## config.mk

```make
export PLATFORM = sky130hd
export DESIGN_NAME = des_key_sched_ctrl
export DESIGN_NICKNAME = d
export VERILOG_FILES = /design/src/rtl/des_key_sched_ctrl.sv
export SDC_FILE = /design/constraint.sdc
export NUM_CORES = 1
export LEC_CHECK = 0
export ABC_AREA = 1
export BUFFER_PORTS_ARGS = -buffer_cell sky130_fd_sc_hd__buf_2
export CORE_MARGIN = 2
export CORE_UTILIZATION = 55
export DETAILED_ROUTE_END_ITERATION = 8
export HOLD_SLACK_MARGIN = 0.02
export PLACE_DENSITY_LB_ADDON = 0.05
export SLEW_MARGIN = 20
export SYNTH_ARGS = -nofsm -noshare
export SYNTH_HDL_FRONTEND = slang
export SYNTH_SLANG_ARGS = --single-unit
```

## constraint.sdc

```tcl
create_clock -name clk -period 2 [get_ports clk]
set_input_delay 0.2 -clock clk [delete_from_list [all_inputs] [get_ports clk]]
set_output_delay 0.2 -clock clk [all_outputs]
set_load 0.05 [all_outputs]
```

## src/rtl/des_key_sched_ctrl.sv

```systemverilog
// DES key-schedule controller: loads a post-PC-1 key and emits the 16 round CD values, one per handshake.
// A single rotating register with registered outputs; the current subkey holds while valid & !ready.
module des_key_sched_ctrl #(
    parameter bit AUTO_ACK = 1'b0
) (
    input  logic        clk,
    input  logic        rst_n,
    input  logic        start,
    input  logic        decrypt,
    input  logic [55:0] key_in,
    input  logic        abort,
    input  logic        subkey_ready,
    output logic [55:0] subkey,
    output logic        subkey_valid,
    output logic [3:0]  round_idx,
    output logic        busy,
    output logic        done
);

    typedef enum logic [1:0] {IDLE, ROUND, DONE} state_t;

    state_t      state, state_nxt;
    logic [55:0] subkey_nxt;
    logic        valid_nxt, busy_nxt, done_nxt, dec_q, dec_nxt;
    logic [3:0]  round_nxt, enc_idx, dec_idx;
    logic        xfer, two;

    function automatic logic [27:0] rotl28(input logic [27:0] v, input logic by2);
        return by2 ? {v[25:0], v[27:26]} : {v[26:0], v[27]};
    endfunction

    function automatic logic [27:0] rotr28(input logic [27:0] v, input logic by2);
        return by2 ? {v[1:0], v[27:2]} : {v[0], v[27:1]};
    endfunction

    // Zero-based schedule position; only rounds 1, 2, 9 and 16 shift by one.
    function automatic logic shift_is_two(input logic [3:0] i);
        return !(i == 4'd0 || i == 4'd1 || i == 4'd8 || i == 4'd15);
    endfunction

    assign xfer    = subkey_valid & (subkey_ready | AUTO_ACK);
    assign enc_idx = round_idx + 4'd1;
    assign dec_idx = 4'd15 - round_idx;
    assign two     = dec_q ? shift_is_two(dec_idx) : shift_is_two(enc_idx);

    always_comb begin
        state_nxt  = state;
        subkey_nxt = subkey;
        valid_nxt  = subkey_valid;
        round_nxt  = round_idx;
        busy_nxt   = busy;
        done_nxt   = 1'b0;
        dec_nxt    = dec_q;
        if (abort) begin
            state_nxt = IDLE;
            valid_nxt = 1'b0;
            round_nxt = 4'd0;
            busy_nxt  = 1'b0;
        end else begin
            case (state)
                IDLE: begin
                    if (start) begin
                        state_nxt  = ROUND;
                        dec_nxt    = decrypt;
                        // Decrypt begins at K16, whose cumulative shift of 28 is the identity.
                        subkey_nxt = decrypt ? key_in
                                             : {rotl28(key_in[55:28], 1'b0), rotl28(key_in[27:0], 1'b0)};
                        valid_nxt  = 1'b1;
                        round_nxt  = 4'd0;
                        busy_nxt   = 1'b1;
                    end
                end
                ROUND: begin
                    if (xfer) begin
                        if (round_idx == 4'd15) begin
                            state_nxt = DONE;
                            valid_nxt = 1'b0;
                            round_nxt = 4'd0;
                            done_nxt  = 1'b1;
                        end else begin
                            round_nxt  = round_idx + 4'd1;
                            subkey_nxt = dec_q ? {rotr28(subkey[55:28], two), rotr28(subkey[27:0], two)}
                                               : {rotl28(subkey[55:28], two), rotl28(subkey[27:0], two)};
                        end
                    end
                end
                DONE: begin
                    state_nxt = IDLE;
                    busy_nxt  = 1'b0;
                end
                default: begin
                    state_nxt = IDLE;
                    valid_nxt = 1'b0;
                    round_nxt = 4'd0;
                    busy_nxt  = 1'b0;
                end
            endcase
        end
    end

    always_ff @(posedge clk or negedge rst_n) begin
        if (!rst_n) begin
            state        <= IDLE;
            subkey       <= '0;
            subkey_valid <= 1'b0;
            round_idx    <= 4'd0;
            busy         <= 1'b0;
            done         <= 1'b0;
            dec_q        <= 1'b0;
        end else begin
            state        <= state_nxt;
            subkey       <= subkey_nxt;
            subkey_valid <= valid_nxt;
            round_idx    <= round_nxt;
            busy         <= busy_nxt;
            done         <= done_nxt;
            dec_q        <= dec_nxt;
        end
    end

endmodule

```

Word-level counts from Yosys, hierarchy flattened. Index checks and enable logic that the tools add are counted.

Add/subtract/negate cells: 2. Eq/ne operators: 17. Multiplexer cells: 32. Bitwise logic cells: 2. Reductions and logical operators: 18.

Operator list (count): 2-to-1 mux 56 bit (5); 2-to-1 mux 28 bit (4); case mux 56 bit (2 select lines) (1); equality test 4 bit, second input constant (5); 2-to-1 mux 4 bit (4); case mux 4 bit (3 select lines) (1); 2-to-1 mux 1 bit (10); inequality test 2 bit, second input constant (5); inequality test 3 bit, second input constant (3); AND reduction 3 bit (3); equality test 4 x 1 -> 1 bit, second input constant (2); zero test 4 bit (2); 2-to-1 mux 2 bit (4); logical OR 1 bit (6); AND reduction 5 bit (1); adder 4 x 1 -> 4 bit, second input constant (1); case mux 2 bit (2 select lines) (1); AND reduction 4 bit (1); subtractor 4 bit, first input constant (1); case mux 1 bit (3 select lines) (1); equality test 2 x 1 -> 1 bit, second input constant (1); equality test 2 bit, second input constant (1); zero test 1 bit (2); zero test 2 bit (1); other kinds (5) (5).

Register bits after elaboration: 66. Input port bits: 62. Output and inout bits: 63. Logic and storage cells: 78.

Depth between registers and ports, before layout. Gate-level depths: netlist (run 1).

Word-level depth: 12. Mapped depth: 15. Mapped depth without buffers: 13.

Worst setup path after synthesis (run 1). Ideal clock, no wire load.

Kind: flip-flop to flip-flop. From: register round_idx[0]. To: register subkey[16]. Library setup time: 78 ps. Arrival time: 2150 ps. Data required time: 1922 ps. Path slack: -228 ps. Cell stages (with the launch flop): 12. Path buffers: 2. Clock period less this slack: 2228 ps. Cells stage by stage: dfrtp_1 -> inv_1 -> ha_1 -> nand3_1 -> nand2_1 -> a21boi_2 -> clkbuf_4 -> buf_2 -> nand3_1 -> nand3_1 -> nand3_1 -> a21oi_1.

Cells in the longest elaborated chain, start to end: 12. Elaborated cells between the ends (all ways): 28. Those cells by class: add/sub (2); eq/ne (8); mux (7); reduce/logical (11).

Ends and longest elaborated chain: start, declared (line 15) `output logic [3:0] round_idx,`; start signal, assigned (line 114) `round_idx <= round_nxt;`; adder 4 x 1 -> 4 bit or subtractor 4 bit (tied branches) (line 42, 43); equality test 4 x 1 -> 1 bit or zero test 4 bit (tied branches) (line 38) `return !(i == 4'd0 || i == 4'd1 || i == 4'd8 || i == 4'd15);`; logical OR 1 bit (3 in series) (line 38); zero test 1 bit (line 38); 2-to-1 mux 1 bit (line 44) `assign two = dec_q ? shift_is_two(dec_idx) : shift_is_two(enc_idx);`; 2-to-1 mux 28 bit, on equally long branches (line 29, 33); 2-to-1 mux 56 bit (line 82) `subkey_nxt = dec_q ? {rotr28(subkey[55:28], two), rotr28(subkey[27:0], two)}`; 2-to-1 mux 56 bit (line 75) `if (round_idx == 4'd15) begin`; 2-to-1 mux 56 bit (line 74) `if (xfer) begin`; case mux 56 bit (2 select lines) (line 60) `case (state)`; end signal, assigned (line 112) `subkey <= subkey_nxt;`; end, declared (line 13) `output logic [55:0] subkey,`.

Several ways; a longest one is shown, not always the timed one. The select of a mux whose other input is x is not followed. A chain may end at the register's enable or synchronous reset.

Worst setup path after layout (run 1).
From: register round_idx[0]. To: register subkey[32].

Same word-level chain as after synthesis.

==> results of run 1 <==
final timing paths:
| path | endpoint | cells past startpoint |
|---|---|---|
| hold / removal | done | 3 |
| min in group asynchronous | subkey[12] | 2 |
| max in group asynchronous | subkey[32] | 3 |
| setup / recovery | subkey[32] | 12 |
| setup reg to reg | subkey[32] | 12 |
| hold reg to reg | busy | 2 |
registers in the layout (all words and copies together), names as in the netlist:
name and cells:
busy 1, subkey 56, done 1, dec_q 1
subkey_valid 1, state 2, round_idx 4
repair_timing:
action,4_1_cts,5_1_grt
gates resized for setup,1,93
setup endpoints to repair,28,56
pin swaps,0,20
setup buffers,0,3
gates cloned,0,6
hold buffers,1,0
endpoints found under the hold margin,26,0
worst register-to-register path: cells and delay by family (launching register included):
family	cells	cell delay, ns
compound gates	2	0.26
buf+inv	3	0.39
flops	1	0.45
fa+ha+maj	1	0.20
simple gates	6	0.63
stage by stage:
| stage | cell area, um^2 | utilization, % | instances | TNS (ns) | setup slack [ns] |
|---|---|---|---|---|---|
| 2_1_floorplan | 5120 | - | 817 | 0 | 0.0153 |
| 3_3_place_gp | 5770 | 63.3 | 1007 | 0 | 0.0795 |
| 3_5_place_dp | 5770 | 63.3 | 1007 | -0.0347 | -0.0109 |
| 4_1_cts | 6020 | 66.1 | 1024 | -0.00136 | -0.00136 |
| 5_1_grt | 6540 | 71.8 | 1033 | -2.42 | -0.108 |
| 6_report | 6540 | 71.8 | 1034 | -0.0410 | -0.0241 |
routing by layer:
layer / vias to the layer above / share of wire, % / GRT usage, %
li1: 2971 / - / -
met1: 2892 / 43 / 44.4
met2: 366 / 46 / 47.4
met3: 34 / 10 / 6.34
met4: 0 / 1.7 / 8.64
met5: - / 0 / 0
placed cells by master, fill, tap and decap left out:
| cell type | instances |
|---|---|
| a21boi_4 | 1 |
| a21oi_1 | 87 |
| a21oi_2 | 25 |
| buf_12 | 10 |
| buf_16 | 1 |
| buf_2 | 124 |
| buf_4 | 13 |
| buf_6 | 2 |
| bufinv_16 | 2 |
| clkbuf_16 | 4 |
| clkbuf_8 | 12 |
| clkinv_1 | 1 |
| clkinv_2 | 1 |
| clkinvlp_4 | 1 |
| dfrtp_1 | 63 |
| dfrtp_2 | 3 |
| diode_2 | 1 |
| dlygate4sd3_1 | 1 |
| ha_1 | 1 |
| ha_2 | 1 |
| ha_4 | 2 |
| inv_1 | 7 |
| inv_2 | 6 |
| inv_4 | 1 |
| inv_6 | 1 |
| nand2_1 | 164 |
| nand2_2 | 24 |
| nand2_4 | 2 |
| nand2_8 | 1 |
| nand3_1 | 206 |
| nand3_2 | 24 |
| nand3b_1 | 1 |
| nand4_1 | 1 |
| nor2_1 | 117 |
| nor2_2 | 1 |
| nor2_4 | 1 |
| nor4_1 | 2 |
| o211ai_1 | 1 |
| o21ai_0 | 6 |
| o31ai_1 | 1 |
kinds of logic after synthesis:
logic type | Yosys count | share of synthesized area (%)
flip-flops | 66 | 32.3
adder cells (fa/ha/maj) | 4 | 0.979
AND/OR/NAND/NOR | 544 | 46.1
AO/OA/AOI/OAI | 121 | 12.1
buffers and inverters | 82 | 8.49
final cells by class:
| class | count | area [um^2] |
|---|---|---|
| multi-input cells | 669 | 3360 |
| fillers | 797 | 2570 |
| flip-flops and latches | 66 | 1660 |
| repair buffers | 155 | 1080 |
| clock buffers | 12 | 165 |
| well taps | 111 | 139 |
| clock inverters | 4 | 72.6 |
| inverters | 16 | 67.6 |
| diodes | 1 | 2.50 |
report_power, final:
part           internal [uW]  switching, uW  total (uW)  leakage, uW
Sequential              1940            741        2680     0.000753
Clock                    803            586        1390     0.000119
Combinational           2870           6260        9130      0.00224
==> summary.md, run 1 <==
| Metric | Value |
|---|---|
| CTS max path bufs | `2` |
| CP max stage cell | `dfrtp_2` |
| Synth top area share | `between 30% and 40%` |
| GRT Total Usage | `30.9%` |
| Row Count | `35` |
| H-tree levels | `3` |
| Drt via density | `6.06` |
| Clk root buf | `clkbuf_8` |
| Crit path cell chain | `inv_4 > ha_1 > nand3_1 > nand2_2 > a21boi_4 > buf_12 > nand2_8 > buf_12 > nand2_1 > nand3_1 > nand3_1 > a21oi_1` |
| Final Hold Fails | `0` |
| Vias in the first global route | `5343` |
| Critical Path AT | `2.27 ns` |
| Crit-path max cell delay | `about 0.45 ns` |
| Ys flop type | `dfrtp_1` |
| Top cell family by delay on the critical path | `simple AND/OR/NAND/NOR gates` |
| IO Pins | `between 100 and 150` |
| Antenna viol nets, final | `0` |
| Worst path bufs/invs | `3` |
| Synth cell types | `23` |
| Critical path class | `flip-flop to flip-flop` |
| Reg-to-reg slack, setup | `-0.02 ns` |
| Final setup violation count | `3` |
| Max Slew Vio Count | `0` |
| Nets | `983` |
| Largest net degree at the start of global routing | `113` |
| Final WL | `16900 um` |
| Clock slew at reported path FFs | `around 0.080 ns` |
| Synthesized Nets | `slightly below 900` |
| RSZ-0062 raised after global routing | `true` |
| DR WL/cell | `16.3 um` |
| Synth warnings | `0` |
| #FFs+latches synth | `66` |
| Crit path required time | `2.25 ns` |
| Final Cycle Share | `101%` |
| # clock sinks | `66` |
| Relative slew slack | `54.7%` |
| Top post-synthesis cells by area | `dfrtp_1, nand3_1, nand2_1, a21oi_1, nor2_1` |
| P_leak | `0.00312 uW` |
| CTS buffer count | `9` |
| Worst vdd ir | `1.19 mV` |
| GR Overflow Total | `0` |
| Chip Width | `roughly 100 um` |
| Core footprint | `0.00911 mm^2` |
| CTS tree | `done` |
| DIE HEIGHT | `100 um` |
| Die ar. | `~0.010 mm^2` |
| Port Buffers | `about 120` |
| Worst skew pair latency | `0.36 ns` |
| First-pass GRT wire length | `approximately 26000 um` |
| Pwr dens | `2020 mW/mm^2` |
| Max cap viols | `0` |
| Initial antenna violation count | `1` |
| Min Clock Period, post-route | `2.02 ns` |
| Max Fanout on Critical Path | `8` |
| Worst setup margin | `-0.0241 ns` |
| Crit. Startpoint | `round_idx[0]` |
| Hold Startpoint | `subkey_ready` |
| Status | `finished with violations` |
| DR pass1 iterations | `7` |
| Most frequent cells after synthesis | `nand3_1, nand2_1, nor2_1` |
| Pwr Total | `approximately 13000 uW` |
| Area leader, netlist | `dfrtp_1` |
| DR vias | `6263` |
| Initial core utilization | `56.1%` |
| Mean post-synth cell area | `6.26 um^2` |
| Post-Syn Area | `0.00511 mm^2` |
| Worst Max-Slew Pin Slew | `0.679 ns` |
| Hold WC Path Type | `input port to flip-flop` |
| Cell count after synthesis | `between 800 and 900` |
| Fraction of layout instances using a drive strength above 1 | `between 20% and 30%` |
| DRT iter0 DRCs | `around 570` |
| Failing checks | `negative setup slack` |
| Skew final | `0.00864 ns` |
| Post-synth EDFFs | `0` |
| Most numerous cell in the Yosys netlist | `nand3_1` |
| Residual DRC | `0` |
| Type of origin of the critical path | `flip-flop` |
| Ys async rst share | `100%` |
| Routability cong. | `0.918` |
| Most used cell, CP | `nand3_1` |
| Hold WS | `0.121 ns` |
| Max Clk Rate | `between 400 and 500 MHz` |
| Register area share after synthesis | `32.3%` |
| Setup crit end kind | `flip-flop` |
| Worst r2r src | `round_idx[0]` |
| P&R area growth vs syn | `27.9%` |
| DP Wirelength | `10400 um` |
No activity file was read; power rests on OpenSTA's default activity.
==> run 2, diff against run 1 <==
clock period = 2.2 ns   (was 2 ns; I/O delays follow)
==> run 2 against run 1 <==
Net effect: the flow now finishes without violations; combinational power shrank 19%; first-iteration DRC count grew 12%; maximum frequency shrank 0.80%; critical path depth grew 1; cell count shrank 0.87%; non-clock buffer count shrank 8; via count shrank 1.7%; sequential power shrank 11%; register-to-register slack gained 0.18 ns; clock skew shrank 0.0017 ns; total power shrank 19%; routed wire length shrank 7.9%; critical path type unchanged; highest routed layer unchanged.
==> summary.md, run 2 (same netlist as run 1, synthesis figures left out) <==
| Metric | Value |
|---|---|
| Initial antenna violation count | `0 (-1)` |
| Routability cong. | `0.946 (+3.1%)` |
| Fraction of layout instances using a drive strength above 1 | `19.1% (-9.4 points)` |
| Crit path required time | `2.47 ns (+0.22 ns)` |
| Clock slew at reported path FFs | `0.07 ns (about the same)` |
| Residual DRC | `0 (unchanged)` |
| Critical path class | `flip-flop to flip-flop` |
| Internal | `4400 uW (-22%)` |
| Final WL | `15500 um (-7.9%)` |
| FF-to-FF path depth | `13 (+1)` |
| Pwr dens | `1790 mW/mm^2 (-11%)` |
| # clock sinks | `66 (unchanged)` |
| Worst vdd ir | `1.07 mV (-10%)` |
| CTS tree | `done` |
| Reg-to-reg slack, setup | `0.16 ns (+0.18 ns)` |
| Post-Place Cells | `1005 (-0.20%)` |
| Antenna diode count | `0 (-1)` |
| Hold path depth | `3 (unchanged)` |
| CTS buffer count | `9 (unchanged)` |
| DIE HEIGHT | `100 um (unchanged)` |
| CTS max path bufs | `2 (unchanged)` |
| Hold WS | `0.159 ns (+0.0380 ns)` |
| P_leak | `0.00295 uW (-5.4%)` |
| Hold Startpoint | `subkey_ready` |
| Max Clk Rate | `490 MHz (-0.80%)` |
| Status | `complete, no violations` |
| Psw | `6340 uW (-16%)` |
| Port Buffers | `124 (unchanged)` |
| Hold WC Path Type | `input port to flip-flop` |
| Min Clock Period, post-route | `2.04 ns (+0.0163 ns)` |
| Final Cycle Share | `92.7% (-8.5 points)` |
| Setup crit end kind | `flip-flop` |
| Clk root buf | `clkbuf_8` |
| First-pass GRT wire length | `24900 um (-2.5%)` |
| Chip Width | `100 um (unchanged)` |
| DR pass1 iterations | `6 (-1)` |
| Core footprint | `0.00911 mm^2 (unchanged)` |
| Pwr Total | `10700 uW (-19%)` |
| DR vias | `6156 (-1.7%)` |
| Clock power frac | `9.2% (-1.3 points)` |
| Final Hold Fails | `0 (unchanged)` |
| Initial core utilization | `56.1% (unchanged)` |
| Worst hold endpoint | `state[1]` |
| GR Overflow Total | `0 (unchanged)` |
| Relative slew slack | `59.8% (+5.1 points)` |
| Drt via density | `6.01 (-0.85%)` |
| P&R area growth vs syn | `17.3%` |
| H-tree levels | `3 (unchanged)` |
| Commonest non-fill, non-tap cell in the layout | `nand3_1` |
| Critical Path AT | `2.31 ns (+0.04 ns)` |
| Worst r2r src | `round_idx[0]` |
| Most flop-heavy register | `subkey` |
| IO Pins | `125 (unchanged)` |
| Largest net degree at the start of global routing | `113 (unchanged)` |
| Max cap viols | `0 (unchanged)` |
| Total Negative Setup Slacks | `0 ns (+0.0410 ns)` |
| Biggest regs | `subkey (56), round_idx (4), state (2)` |
| Worst Max-Slew Pin Slew | `0.603 ns (-0.0760 ns)` |
| Row Count | `35 (unchanged)` |
| Die ar. | `0.0101 mm^2 (unchanged)` |
| R2r endpoint | `subkey[20]` |
| GRT Total Usage | `29.8% (-1.1 points)` |
| Switching Share | `59.0% (+1.6 points)` |
| DRT iter0 DRCs | `641 (+12%)` |
| Worst skew pair latency | `0.34 ns (-0.02 ns)` |
| Final setup violation count | `0 (-3)` |
| DR WL/cell | `15.2 um (-7.1%)` |
| Vias in the first global route | `5381 (+0.71%)` |
| DP Wirelength | `9890 um (-4.8%)` |
| Skew final | `0.00692 ns (-0.00172 ns)` |
| Type of origin of the critical path | `flip-flop` |
| Max Slew Vio Count | `0 (unchanged)` |
| Nets | `975 (-0.81%)` |
| Combinational Power Share | `68.7% (-0.5 points)` |
| Max Fanout on Critical Path | `14 (+6)` |
| Max reg flops | `56 (unchanged)` |
| Layout Cells excl Fill | `1025 (-0.87%)` |
| Sequential share of power | `22.1% (+1.8 points)` |
| Antenna viol nets, final | `0 (unchanged)` |
| Most frequent cells in the layout | `nand3_1, nand2_1, buf_2` |
run 2: cell type report:
type	instances	area [um^2]
fillers	860	3110
multi-input cells	669	3040
flip-flops and latches	66	1650
repair buffers	147	917
clock buffers	14	173
well taps	111	139
inverters	16	60.1
clock inverters	2	10.0
run 2: power groups by stage:
| stage | clock (uW) | combinational, uW | sequential, uW |
|---|---|---|---|
| floorplan | 0 | 3790 | 4130 |
| global placement | 0 | 6880 | 2360 |
| detailed placement | 0 | 7020 | 2380 |
| CTS | 1000 | 7040 | 2360 |
| global route | 1050 | 8000 | 2460 |
| finish | 989 | 7370 | 2380 |
run 2: timing repair:
action | CTS | global route
buffers inserted | 0 | 0
hold buffers | 1 | 0
hold endpoints to repair | 10 | 0
resized for setup | 0 | 4
endpoints found under the setup margin | 0 | 55
run 2: worst max-delay path, cell delays in order, from the launching register on:
cell and delay [ns]:
dfrtp_2 0.45, ha_1 0.23, nand2_2 0.12, nand2_1 0.09, nor2_1 0.09, nand2_1 0.06, nand2_1 0.06, nand2_2 0.09
nand2_4 0.14, buf_6 0.21, nand2_1 0.09, nand3_1 0.09, nand3_1 0.07, a21oi_1 0.16
run 2: worst max path at each step:
| stage | startpoint | end | slack (ns) | cells past startpoint |
|---|---|---|---|---|
| after detailed placement | round_idx[0] | subkey[47] | 0.18 | 13 |
| after floorplan | round_idx[1] | subkey[16] | 0.05 | 11 |
| after CTS | round_idx[0] | subkey[4] | 0.15 | 13 |
| after global routing | round_idx[0] | subkey[39] | -0.003 | 13 |
| final | round_idx[0] | subkey[20] | 0.16 | 13 |
| after global placement | round_idx[1] | subkey[31] | 0.29 | 13 |
run 2: metal layers:
layer  share of wire, %  up-vias  global-route usage (%)
li1                   -     2957                       -
met1                 45     2837                    42.3
met2                 44      344                    47.2
met3                9.9       18                    5.36
met4                1.3        0                    7.48
met5                  0        -                       0
run 2: per-stage QoR:
stage | setup slack (ns) | instance area [um^2] | util (%)
after floorplan | 0.0522 | 5110 | -
after global placement | 0.291 | 5730 | 62.9
after detailed placement | 0.177 | 5730 | 62.9
after CTS | 0.148 | 5920 | 65.0
after global routing | -0.00253 | 6000 | 65.8
final | 0.160 | 6000 | 65.8
